<file path="src/rtl/truth_table_sampler_pkg.sv">
// truth_table_sampler_pkg: shared FSM states, sweep geometry and row-to-bit mapping
package tt_pkg;
   typedef enum logic [1:0] {IDLE, SETTLE, SAMPLE, DONE} state_t;
   localparam int ROW_W    = 3;
   localparam int NUM_ROWS = 8;
   localparam int VOTES    = 3;
   function automatic logic [ROW_W-1:0] row_to_bit(input logic [ROW_W-1:0] row);
      return ROW_W'(NUM_ROWS - 1) - row;
   endfunction
endpackage

</file>
<file path="src/rtl/truth_table_sampler_if.sv">
// truth_table_sampler_if: stimulus/capture bus between the sampler and its environment
interface truth_table_sampler_if;
   logic       start;
   logic       circ_out;
   logic       in1;
   logic       in2;
   logic       in3;
   logic       busy;
   logic       done;
   logic [7:0] tt;
   logic       pass;
   logic [7:0] mismatch;
   modport master (output start, circ_out, input in1, in2, in3, busy, done, tt, pass, mismatch);
   modport slave  (input start, circ_out, output in1, in2, in3, busy, done, tt, pass, mismatch);
endinterface

</file>
<file path="src/rtl/truth_table_sampler_sample_voter.sv">
// sample_voter: accumulates VOTES samples and reports the running majority
module sample_voter
   import tt_pkg::*;
(
   input  logic clk,
   input  logic rst,
   input  logic clear,
   input  logic en,
   input  logic d,
   output logic vote,
   output logic last
);
   logic [1:0] ones;
   logic [1:0] cnt;
   // vote includes the current sample so the decision lands on the final sample edge
   assign vote = (ones + {1'b0, d}) >= 2'd2;
   assign last = cnt == 2'(VOTES - 1);
   // count samples and ones while enabled; cleared outside the sampling window
   always_ff @(posedge clk) begin
      if (rst || clear) begin
         ones <= '0;
         cnt  <= '0;
      end else if (en) begin
         ones <= ones + {1'b0, d};
         cnt  <= cnt + 2'd1;
      end
   end
endmodule

</file>
<file path="src/rtl/truth_table_sampler.sv">
// truth_table_sampler: sweeps a 3-input circuit through all rows and captures its truth table
module truth_table_sampler
   import tt_pkg::*;
#(
   parameter int         SETTLE_CYCLES = 16,
   parameter logic [7:0] EXPECTED      = 8'h57
)(
   input logic                  clk,
   input logic                  reset,
   truth_table_sampler_if.slave bus
);
   state_t           state;
   logic [ROW_W-1:0] row;
   logic [15:0]      settle_cnt;
   logic             vote;
   logic             last;
   logic [7:0]       tt_next;
   sample_voter u_voter (
      .clk   (clk),
      .rst   (reset),
      .clear (state != SAMPLE),
      .en    (state == SAMPLE),
      .d     (bus.circ_out),
      .vote  (vote),
      .last  (last)
   );
   // truth table with the current row's majority merged in
   always_comb begin
      tt_next = bus.tt;
      tt_next[row_to_bit(row)] = vote;
   end
   // sweep FSM; inputs only change on the edge leaving SAMPLE or DONE
   always_ff @(posedge clk) begin
      if (reset) begin
         state                        <= IDLE;
         row                          <= '0;
         settle_cnt                   <= '0;
         {bus.in1, bus.in2, bus.in3}  <= '0;
         bus.busy                     <= 1'b0;
         bus.done                     <= 1'b0;
         bus.tt                       <= '0;
         bus.pass                     <= 1'b0;
         bus.mismatch                 <= '0;
      end else begin
         bus.done <= 1'b0;
         case (state)
            IDLE: if (bus.start) begin
               state                       <= SETTLE;
               row                         <= '0;
               settle_cnt                  <= '0;
               {bus.in1, bus.in2, bus.in3} <= '0;
               bus.busy                    <= 1'b1;
               bus.tt                      <= '0;
               bus.pass                    <= 1'b0;
               bus.mismatch                <= '0;
            end
            SETTLE: begin
               settle_cnt <= settle_cnt + 16'd1;
               if (settle_cnt == 16'(SETTLE_CYCLES - 1)) state <= SAMPLE;
            end
            SAMPLE: if (last) begin
               bus.tt <= tt_next;
               if (row == ROW_W'(NUM_ROWS - 1)) begin
                  state        <= DONE;
                  bus.done     <= 1'b1;
                  bus.pass     <= tt_next == EXPECTED;
                  bus.mismatch <= tt_next ^ EXPECTED;
               end else begin
                  state                       <= SETTLE;
                  row                         <= row + 1'b1;
                  settle_cnt                  <= '0;
                  {bus.in1, bus.in2, bus.in3} <= row + 1'b1;
               end
            end
            DONE: begin
               state                       <= IDLE;
               bus.busy                    <= 1'b0;
               {bus.in1, bus.in2, bus.in3} <= '0;
            end
            default: state <= IDLE;
         endcase
      end
   end
endmodule
</file>
<file path="src/flat_wrapper.sv">
// flat-port wrapper written by rule: the top's interface ports become plain ports
module truth_table_sampler_flat import tt_pkg::*;
#(
   parameter int         SETTLE_CYCLES = 16,
   parameter logic [7:0] EXPECTED      = 8'h57
)
  (clk, reset, bus_start, bus_circ_out, bus_in1, bus_in2, bus_in3, bus_busy, bus_done, bus_tt, bus_pass, bus_mismatch);
  truth_table_sampler_if bus_i ();
  input logic clk;
  input logic reset;
  input wire logic [$bits(bus_i.start)-1:0] bus_start;
  input wire logic [$bits(bus_i.circ_out)-1:0] bus_circ_out;
  output wire logic [$bits(bus_i.in1)-1:0] bus_in1;
  output wire logic [$bits(bus_i.in2)-1:0] bus_in2;
  output wire logic [$bits(bus_i.in3)-1:0] bus_in3;
  output wire logic [$bits(bus_i.busy)-1:0] bus_busy;
  output wire logic [$bits(bus_i.done)-1:0] bus_done;
  output wire logic [$bits(bus_i.tt)-1:0] bus_tt;
  output wire logic [$bits(bus_i.pass)-1:0] bus_pass;
  output wire logic [$bits(bus_i.mismatch)-1:0] bus_mismatch;
  assign bus_i.start = bus_start;
  assign bus_i.circ_out = bus_circ_out;
  assign bus_in1 = bus_i.in1;
  assign bus_in2 = bus_i.in2;
  assign bus_in3 = bus_i.in3;
  assign bus_busy = bus_i.busy;
  assign bus_done = bus_i.done;
  assign bus_tt = bus_i.tt;
  assign bus_pass = bus_i.pass;
  assign bus_mismatch = bus_i.mismatch;
  truth_table_sampler #(.SETTLE_CYCLES(SETTLE_CYCLES), .EXPECTED(EXPECTED)) u_core (.clk(clk), .reset(reset), .bus(bus_i));
endmodule
</file>
<file path="config.mk">
export PLATFORM = sky130hd
export DESIGN_NAME = truth_table_sampler_flat
export DESIGN_NICKNAME = d
export VERILOG_FILES = /design/src/rtl/truth_table_sampler_pkg.sv /design/src/rtl/truth_table_sampler_if.sv /design/src/rtl/truth_table_sampler_sample_voter.sv /design/src/rtl/truth_table_sampler.sv /design/src/flat_wrapper.sv
export SDC_FILE = /design/constraint.sdc
export NUM_CORES = 1
export LEC_CHECK = 0
export ABC_AREA = 1
export BUFFER_PORTS_ARGS = -buffer_cell sky130_fd_sc_hd__buf_2
export CAP_MARGIN = 10
export CORE_ASPECT_RATIO = 1.2
export CORE_UTILIZATION = 62
export DETAILED_ROUTE_END_ITERATION = 7
export PLACE_DENSITY = 0.87
export SYNTH_ARGS = -nofsm -noshare
export SYNTH_HDL_FRONTEND = slang
export SYNTH_SLANG_ARGS = --single-unit
</file>
<file path="constraint.sdc">
create_clock -name clk -period 3.2 [get_ports clk]
set_clock_uncertainty 0.05 [all_clocks]
set_input_delay 0.16 -clock clk [delete_from_list [all_inputs] [get_ports clk]]
set_output_delay 0.16 -clock clk [all_outputs]
set_load 0.05 [all_outputs]
</file>
==> qor.yml <==
flow_run:
  maxCapViolCount: 0
clock_tree:
  htreeDepth: 2
  ctsResizeCount: 0
  post_cts_buffers: 0
  clock-sinks: 47
  cts_made_buffers: 5
  cts.clk_slew.worst_paths_ns: 0.08
  cts_hold_buf: 0
  insertion_delay_ns: 0.30
  clock-root-buffer: "clkbuf_8"
  clk_path_buf_depth: 2
  cts_tree: "built"
routing:
  viasPerCell: 5.594
  wl_per_cell_microns: 12.99
  vias: 2232
  drt_iter0_markers: 131
  ant_nets: 0
  firstDrtPassIters: 8
  drc: 1
  drt-total-wl_microns: 5183
floorplanning:
  io_pins: 26
  die_h_microns: 68.86
  core_area_sq_um: 3453
  floorplan.initialDensity_pct: 66.88
  fp-row-count: 23
  die_area_sq_um: 3974
  fp.dieW_microns: 57.72
place:
  post-place-ws_ns: 1.380
  placed_cell_area_sq_um: 2454
  routabilityCongestion: 0.9475
  portBuffers: 25
  dpl.cell_count: 391
  dp_hpwl_microns: 3879
setup_path:
  critPathLaunch: "u_core.row[0]"
  path_cells: "ha_1 > ha_1 > inv_1 > nor2_4 > nor2_2 > nand2_2 > nand2_4 > clkinv_2 > o21ai_1 > a21oi_2"
  r2r-start: "u_core.row[0]"
  reg2reg_slack_ns: 1.34
  end_kind: "flip-flop"
  critPathKind: "flip-flop to flip-flop"
  crit_fanout: 9
  start_kind: "flip-flop"
  cpPeakStageDelay_ns: 0.49
  arrival_ns: 2.05
  path_common_cell: "ha_1"
  required_ns: 3.39
  critPathSlowestCell: "dfxtp_1"
status:
  outcome: "complete, but fails checks"
  violations: "DRC"
worst_hold_path:
  hold_class: "primary input to flip-flop"
  worstHoldStart: "bus_circ_out"
logic_synthesis:
  synth.avg_cell_area_sq_um: 6.915
  netlist_instances: 334
  synthTopCellsByArea: "dfxtp_1, nand2_1, a21oi_1"
  yosysSeqAreaShare_pct: 40.74
  synth_area_sq_um: 2310
  postSynthNetCount: 343
  synth_top_cell_by_area: "dfxtp_1"
  ys_ff_latch: 47
  synth_top_area_share_pct: 40.74
  ys_types: 26
  yosysWarnings: 0
timing:
  finalHoldViolCount: 0
  rsz0062_at_grt: "false"
  fmax_mhz: 538.4
  setup_viol: 0
  tightest_slew_ns: 0.5285
  finalWorstSetupSlack_ns: 1.342
  whs_ns: 0.1515
  drv_slew: 0
  relSlewSlack_pct: 64.50
  final.min_clock_period_ns: 1.858
  tns_ns: 0
  min_period_over_period_pct: 58.05
grt:
  grt_pass1_wl_microns: 8500
  grt_overflow: 0
  grt_pass1_vias: 1993
  grt.total_usage_pct: 28.67
  grt_antenna_before_repair: 0
  grt_max_degree: 21
pwr:
  power_density_nw_per_um2: 498.8
  total_power_mw: 1.274
  p_leak_nw: 1.075
  irDropWorstVdd_v: 0.0003911
final_layout:
  regArea_sq_um: 940.9
  multi_input_area_sq_um: 1171
  design_area_sq_um: 2554
  drive_gt1_share_pct: 15.75
  nets: 370
  antenna_cells: 0
  area_growth_syn_to_layout_pct: 10.56
  final_common_cell: "nand2_1"
  fin_util_pct: 73.95
  fillers: 280
  final_cells: 399
  layout_common_cells: "nand2_1, dfxtp_1, inv_1, a21oi_1, nor2_1"
[critical path, delay by kind of cell (launching register included)]
family,cells,cell delay (ns)
flip-flops,1,0.49
buffers and inverters,2,0.19
adder cells (fa/ha/maj),2,0.37
AND/OR/NAND/NOR,4,0.51
AO/OA/AOI/OAI,2,0.19
[power by group]
part | switching, mW | internal (mW) | leakage [nW]
sequential | 0.0275 | 0.610 | 0.381
combinational | 0.186 | 0.0616 | 0.642
clock | 0.191 | 0.197 | 0.0515
[Yosys cell counts (all sizes together)]
master / count
o21ai: 19
nand2: 87
nor3: 8
nand3: 28
buf: 3
clkbuf: 2
ha: 5
clkinv: 1
nor4: 3
a21oi: 36
nor2: 41
nand4: 5
a22oi: 2
dfxtp: 47
inv: 44
nand3b: 3
[metal layers]
layer	global-route usage, %	wire, microns
met1	31.71	2178
met2	49.42	2589
met3	7.463	227
met4	18.15	187
met5	0	0
[area by class of cell]
type / count / share of cell area (%)
clock buffer: 8 / 3.920
multi-input combinational: 237 / 45.86
sequential: 47 / 36.84
timing repair buffer: 25 / 4.900
inverter: 45 / 6.663
tap: 37 / 1.813
[cell families (layout without fill, tap and decap cells)]
group | count (synthesis) | count (layout) | share of synthesized area, %
AOI/OAI and AO/OA | 57 | 57 | 13.06
adders and majority gates | 5 | 5 | 2.709
and+or+nand+nor | 175 | 175 | 34.94
DFF | 47 | 47 | 40.74
buffers and inverters | 50 | 78 | 8.559
[state kept, by name (all words and copies together), names as in the netlist]
| register | cells |
|---|---|
| u_core.settle_cnt | 16 |
| u_core.bus.mismatch | 8 |
| u_core.bus.tt | 8 |
| u_core.row | 3 |
| u_core.state | 2 |
| u_core.u_voter.cnt | 2 |
| u_core.u_voter.ones | 2 |
| u_core.bus.busy | 1 |
| u_core.bus.done | 1 |
| u_core.bus.in1 | 1 |
| u_core.bus.in2 | 1 |
| u_core.bus.in3 | 1 |
| u_core.bus.pass | 1 |
[path summary, 6_finish.rpt]
check                                         endpoint  cells after the start
worst min register to register   u_core.u_voter.cnt[0]                      1
worst max register to register   u_core.settle_cnt[11]                     10
worst min-delay path            u_core.u_voter.ones[0]                      4
worst max-delay path             u_core.settle_cnt[11]                     10
(Power assumes the default switching activity.)
